===== src/rtl/mem_responder.sv =====
// Byte-addressed bus-target memory: 16-bit word store, byte stores via internal read-modify-write.
// Optional MEMRESP_MMIO_EN maps the top byte address onto the out_port register.
module mem_responder #(
  parameter int ADDR_W = 8
) (
  input  logic              clk,
  input  logic              rst_n,
  input  logic              req_valid,
  output logic              req_ready,
  input  logic              req_we,
  input  logic [ADDR_W-1:0] req_addr,
  input  logic [7:0]        req_wdata,
  output logic              rsp_valid,
  output logic [15:0]       rsp_rdata,
  output logic [7:0]        rsp_byte,
  output logic [7:0]        out_port
);

  localparam int DEPTH = 2 ** (ADDR_W - 1);

  typedef enum logic [1:0] {IDLE, FETCH, COMMIT, RESP} state_e;

  state_e            state_q, state_d;
  logic [ADDR_W-1:0] addr_q, addr_d;
  logic              we_q, we_d;
  logic [7:0]        wdata_q, wdata_d;
  logic [15:0]       word_q, word_d;
  logic [15:0]       rdata_q, rdata_d;
  logic [7:0]        byte_q, byte_d;
  logic [7:0]        out_port_q, out_port_d;

  logic [15:0]       memory [DEPTH];
  logic              is_mmio;
  logic              mem_we;
  logic [15:0]       rd_word;
  logic [15:0]       merged;

  always_comb begin
`ifdef MEMRESP_MMIO_EN
    is_mmio = (addr_q == {ADDR_W{1'b1}});
`else
    is_mmio = 1'b0;
`endif
    rd_word = is_mmio ? {out_port_q, 8'h00} : memory[addr_q[ADDR_W-1:1]];
    merged  = addr_q[0] ? {wdata_q, word_q[7:0]} : {word_q[15:8], wdata_q};
  end

  // NOTE: every output of this block gets a default first so no path can infer a latch.
  always_comb begin
    state_d    = state_q;
    addr_d     = addr_q;
    we_d       = we_q;
    wdata_d    = wdata_q;
    word_d     = word_q;
    rdata_d    = rdata_q;
    byte_d     = byte_q;
    out_port_d = out_port_q;
    mem_we     = 1'b0;

    unique case (state_q)
      IDLE: begin
        if (req_valid) begin
          addr_d  = req_addr;
          we_d    = req_we;
          wdata_d = req_wdata;
          state_d = FETCH;
        end
      end
      FETCH: begin
        word_d = rd_word;
        if (we_q) begin
          state_d = COMMIT;
        end else begin
          rdata_d = rd_word;
          byte_d  = addr_q[0] ? rd_word[15:8] : rd_word[7:0];
          state_d = RESP;
        end
      end
      COMMIT: begin
        rdata_d = merged;
        byte_d  = addr_q[0] ? merged[15:8] : merged[7:0];
        if (is_mmio) begin
          out_port_d = wdata_q;
        end else begin
          mem_we = 1'b1;
        end
        state_d = RESP;
      end
      RESP: begin
        state_d = IDLE;
      end
      default: begin
        state_d = IDLE;
      end
    endcase

`ifndef MEMRESP_MMIO_EN
    out_port_d = 8'h00;
`endif
  end

  // NOTE: non-blocking assignments for all state so every flop samples pre-edge values.
  always_ff @(posedge clk or negedge rst_n) begin
    if (!rst_n) begin
      state_q    <= IDLE;
      addr_q     <= '0;
      we_q       <= 1'b0;
      wdata_q    <= 8'h00;
      word_q     <= 16'h0000;
      rdata_q    <= 16'h0000;
      byte_q     <= 8'h00;
      out_port_q <= 8'h00;
    end else begin
      state_q    <= state_d;
      addr_q     <= addr_d;
      we_q       <= we_d;
      wdata_q    <= wdata_d;
      word_q     <= word_d;
      rdata_q    <= rdata_d;
      byte_q     <= byte_d;
      out_port_q <= out_port_d;
    end
  end

  // NOTE: the storage array has no reset; a reset only returns the FSM to IDLE, which
  // also guarantees an aborted store never reaches the write enable below.
  always_ff @(posedge clk) begin
    if (mem_we) begin
      memory[addr_q[ADDR_W-1:1]] <= merged;
    end
  end

  assign req_ready = (state_q == IDLE);
  assign rsp_valid = (state_q == RESP);
  assign rsp_rdata = rdata_q;
  assign rsp_byte  = byte_q;
  assign out_port  = out_port_q;

endmodule


===== config.mk =====
export PLATFORM = sky130hd
export DESIGN_NAME = mem_responder
export DESIGN_NICKNAME = d
export VERILOG_FILES = /design/src/rtl/mem_responder.sv
export SDC_FILE = /design/constraint.sdc
export NUM_CORES = 2
export LEC_CHECK = 0
export CORE_ASPECT_RATIO = 1.4
export CORE_MARGIN = 4
export CORE_UTILIZATION = 45
export DETAILED_ROUTE_END_ITERATION = 8
export PLACE_DENSITY_LB_ADDON = 0.08
export SYNTH_ARGS = -nofsm -noshare
export SYNTH_HDL_FRONTEND = slang
export SYNTH_SLANG_ARGS = --single-unit

===== constraint.sdc =====
create_clock -name clk -period 10 [get_ports clk]
set_input_delay 2 -clock clk [delete_from_list [all_inputs] [get_ports clk]]
set_output_delay 2 -clock clk [all_outputs]
set_load 0.005 [all_outputs]

Word-level counts from Yosys, hierarchy flattened

Memory sizes are Yosys's and may differ from the RTL's.
Index checks and enable logic that the tools add are counted.

Muxes and demuxes: 13
Equality and inequality tests: 5
Reduce and logical (&&, ||, !) cells: 4

Operators with widths:

| kind                                                 | number |
|---|---|
| two-way mux 16 bit                                   | 2 |
| case mux 16 bit (2 select lines)                     | 1 |
| two-way mux 8 bit                                    | 3 |
| case mux 8 bit (2 select lines)                      | 1 |
| case mux 2 bit (4 select lines)                      | 1 |
| equality test 2 bit (second input constant)          | 2 |
| two-way mux 1 bit                                    | 4 |
| != test 2 bit (second input constant)                | 2 |
| AND reduction 2 bit                                  | 2 |
| equality test 2 x 1 -> 1 bit (second input constant) | 1 |
| logical NOT 2 bit                                    | 1 |
| two-way mux 2 bit                                    | 1 |
| nonzero test 2 bit                                   | 1 |

Memory bits (writable): 2,048
Bits in registers: 59
Word-level logic and storage cells: 30
Memories: 1
Output and inout port bits: 34
Input port bits: 20

Memories:

| memory | words | bits a word | read ports | clocked after Yosys merged registers in | write ports | line | source |
|---|---|---|---|---|---|---|---|
| memory | 128   | 16          | 1          | 0                                       | 1           | 32   | `logic [15:0] memory [DEPTH];` |

Logic depth before layout (Yosys ltp)

Word-level depth: 4
Mapped depth: 14
Mapped depth without buffers: 9

Worst setup path after synthesis

OpenSTA, ideal clock, no wires.

Kind: register to register
From: reg addr_q[0]
To: mem memory[0][8] (data pin)
Arrival: 5,877 ps
Cell stages (with the launch flop): 4
Setup slack: 2,916 ps
Buffers on the path: 2
Cells stage by stage: dfrtp_1 -> clkbuf_1 -> buf_1 -> o21ai_0

Longest elaborated chain between the ends: 1

Ends and longest elaborated chain:

| what                   | line | source |
|---|---|---|
| from (decl)            | 24   | `logic [ADDR_W-1:0] addr_q, addr_d;` |
| from (signal assigned) | 115  | `addr_q <= addr_d;` |
| two-way mux 16 bit     | 45   | `merged = addr_q[0] ? {wdata_q, word_q[7:0]} : {word_q[15:8], wdata_q};` |
| net merged[8]          | 36   | `logic [15:0] merged;` |
| to (decl)              | 32   |  |

The timed path passes the listed nets, and every way through them passes these cells.

Worst setup path after layout

From: reg addr_q[2]
To: reg word_q[9]

Longest elaborated chain between the ends: 1

Ends and longest elaborated chain:

| what                       | line | source |
|---|---|---|
| memory read (128 x 16 bit) | --   |  |
| to (signal assigned)       | 118  | `word_q <= word_d;` |
| to (decl)                  | 27   | `logic [15:0] word_q, word_d;` |

Every way passes these cells.
A chain may end at the register's enable or synchronous reset.

==> metrics.txt <==
worst r2r src addr_q[2]$_DFFE_PN0P_; Rel. slew slack 0.771%; Post-DRT Antenna Nets 0; Nets 4,940; overall routed net length 300 mm; met3 wire len 27.3 mm; WL per Instance 39.9 microns; EDFF count, synth 2,048; RSZ-0062 raised after global routing false; most common cell after layout, fill and taps aside edfxtp_1; clk_skew 33.0 ps; clock tree from TritonCTS done; postcts setup bufs 0; cell area after synthesis 0.0823 sq mm; Root Buffer clkbuf_16; Worst Path Required 10,740 ps; crit path DAT 6510 ps; Critical Path Source Type register; CTS sink cnt 2,107; pre-CTS WS 4510 ps; clock-pin slew on the worst setup and hold paths 70 ps; Iter 0 DRT Violations 7,137; reg-to-reg slack, setup 4230 ps; ys flop type edfxtp_1; core area 0.182 sq mm; Clk Latency, worst-skew pair 870 ps; Leakage 29.6 nW; Die X 369 microns; setup_tns 0 ps; Final setup viols 0; GP Congestion 0.899; largest net degree at the start of global routing 108; aggregate global routing overflow 0; Synth Area per Inst 17.3 sq um; Setup CP Type reg -> reg; fin worst setup slack 4230 ps; Die Y 514 microns; Util after Layout 51.1%; reg2reg path depth 10; layout cells sized above 1 17.4%; drc violations 0; port bufs 45; initial antenna violation count 11; starting density of the core 45.3%; period utilization 57.7%; Ys Warns 0; hold-fix buffers at CTS 0; htree depth 4; clk buf depth 3; M1 wire length 114 mm; Top Metal Used met5; min cycle time layout 5770 ps; routed wl met2 141 mm; end of the critical path word_q[9]$_DFFE_PN0P_; Seq cells post-synth 2,107; ys async rst share 2.80%; crit path max fanout 94; Worst VDD drop 0.333 mV; area leader, netlist edfxtp_1; Initial DRT Pass Iterations 6; Critical R2R Capture word_q[9]$_DFFE_PN0P_; GRT Util Overall 31.2%; via count 49,939; Worst Tran Pin Value 1480 ps; Fin. Hold Viols 0; Cell Pwr Density 349 mW/mm^2; post-synth top area share 74.7%; Site Rows 185; Final Slew Violations 0; sequential fraction of the synthesis area 76.5%; largest cells by area after synthesis edfxtp_1 (75%), a221oi_1 (2.8%), mux2i_1 (2.5%); Area Growth Syn to Fin 12.7%; I/O pin total 54; CP Launch Point addr_q[2]$_DFFE_PN0P_; Num CTS Buffers 199; full die area 0.190 sq mm; first-pass GRT wire length 411 mm; vias in the first global route 47,817; Yosys cell types 86; outcome complete, but fails checks; Max Freq 173 MHz; HP Class reg -> reg; dpl hpwl 180 mm; Max Cap Viol 2; Worst Setup End Kind register; post-cts gate resize count 0; commonest cells after routing, fill and taps aside edfxtp_1 (2,048), a221oi_1 (259), buf_4 (251); failing checks max-capacitance violations; Synth Instances 4,771; DR vias/cell 6.64
==> synth_stat cells, types with 18 or more instances <==
master	count
edfxtp_1	2048
a221oi_1	259
nor2_1	242
nand2_1	219
mux2i_1	202
a21oi_1	164
a22oi_1	164
buf_2	163
mux2_2	138
o21ai_0	116
clkbuf_1	113
mux4_2	72
dfrtp_1	59
o22ai_1	49
a221o_1	44
o221ai_1	44
o2bb2ai_1	44
buf_4	40
nand3_1	38
a222oi_1	36
o211ai_1	36
buf_1	31
a31oi_1	30
a22o_1	29
buf_6	25
nor3_1	24
and3_1	22
a21bo_2	21
a211oi_1	19
nor2b_1	19
nand2b_1	18
o21ai_1	18
==> critical path: stages (launching register included) <==
cell,delay (ps)
dfrtp_4,830
buf_12,560
and2_4,720
buf_4,360
buf_4,470
a22oi_1,180
a22oi_1,330
o21ai_0,330
a311oi_1,1120
nor3_1,160
mux2_2,320
==> through the flow <==
stage / cells / hold WS, ps / instance area [sq um] / power [mW]
floorplan: 4778 / 473 / 82400 / 18.7
detailed placement: 7145 / 479 / 86400 / 24.9
CTS: 7515 / 493 / 92700 / 32.3
global route: 7517 / 515 / 92800 / 33.1
finish: 7524 / 492 / 92800 / 32.4
global placement: 7141 / 474 / 86400 / 24.8
==> metal layers <==
| metal | GRT usage, % | vias to the layer above |
|---|---|---|
| li1 | - | 19878 |
| met1 | 41.4 | 26479 |
| met2 | 49.3 | 2923 |
| met3 | 6.22 | 657 |
| met4 | 15.2 | 2 |
| met5 | 0 | - |
==> worst min path at each step <==
stage / from / to / slack (ps) / cells past startpoint
3_5_place_dp: rsp_rdata[13]$_DFFE_PN0P_ / rsp_rdata[13]$_DFFE_PN0P_ / 480 / 2
6_report: rsp_rdata[13]$_DFFE_PN0P_ / rsp_rdata[13]$_DFFE_PN0P_ / 490 / 2
5_1_grt: word_q[12]$_DFFE_PN0P_ / word_q[12]$_DFFE_PN0P_ / 520 / 1
3_3_place_gp: rsp_rdata[13]$_DFFE_PN0P_ / rsp_rdata[13]$_DFFE_PN0P_ / 470 / 2
4_1_cts: rsp_rdata[13]$_DFFE_PN0P_ / rsp_rdata[13]$_DFFE_PN0P_ / 490 / 2
2_1_floorplan: rsp_rdata[0]$_DFFE_PN0P_ / rsp_rdata[0]$_DFFE_PN0P_ / 470 / 2
==> logic make-up (layout without fill, tap and decap cells) <==
| family | after synthesis | after routing | share of synthesized area [%] |
|---|---|---|---|
| flops | 2107 | 2107 | 76.5 |
| compound gates | 1194 | 1194 | 11.0 |
| simple gates | 658 | 658 | 3.62 |
| mux | 420 | 420 | 6.43 |
| buf+inv | 387 | 694 | 2.42 |
| fa+ha+maj | 4 | 4 | 0.0608 |
| other cells | 1 | 16 | 0.00456 |
==> report_power, final <==
part / leakage [nW] / switching [mW] / total [mW] / internal (mW)
sequential: 19.1 / 0.265 / 12.3 / 12.0
combinational: 7.36 / 9.64 / 12.7 / 3.02
clock: 3.07 / 3.37 / 7.49 / 4.12
total: 29.6 / 13.3 / 32.4 / 19.1
==> registers in the layout (all words and copies together), names as in the netlist <==
name       flops
memory      2048
rsp_rdata     16
word_q        16
addr_q         8
rsp_byte       8
wdata_q        8
state_q        2
we_q           1
==> final cells by class <==
class | instances | area (sq um)
fillers | 14932 | 88900
flip-flops and latches | 2107 | 63000
multi-input cells | 2284 | 17800
clock buffers | 259 | 5270
well taps | 2431 | 3040
repair buffers | 309 | 2560
clock inverters | 111 | 1050
inverters | 15 | 66.3
diodes | 8 | 20.0
No activity file was read; power rests on OpenSTA's default activity.
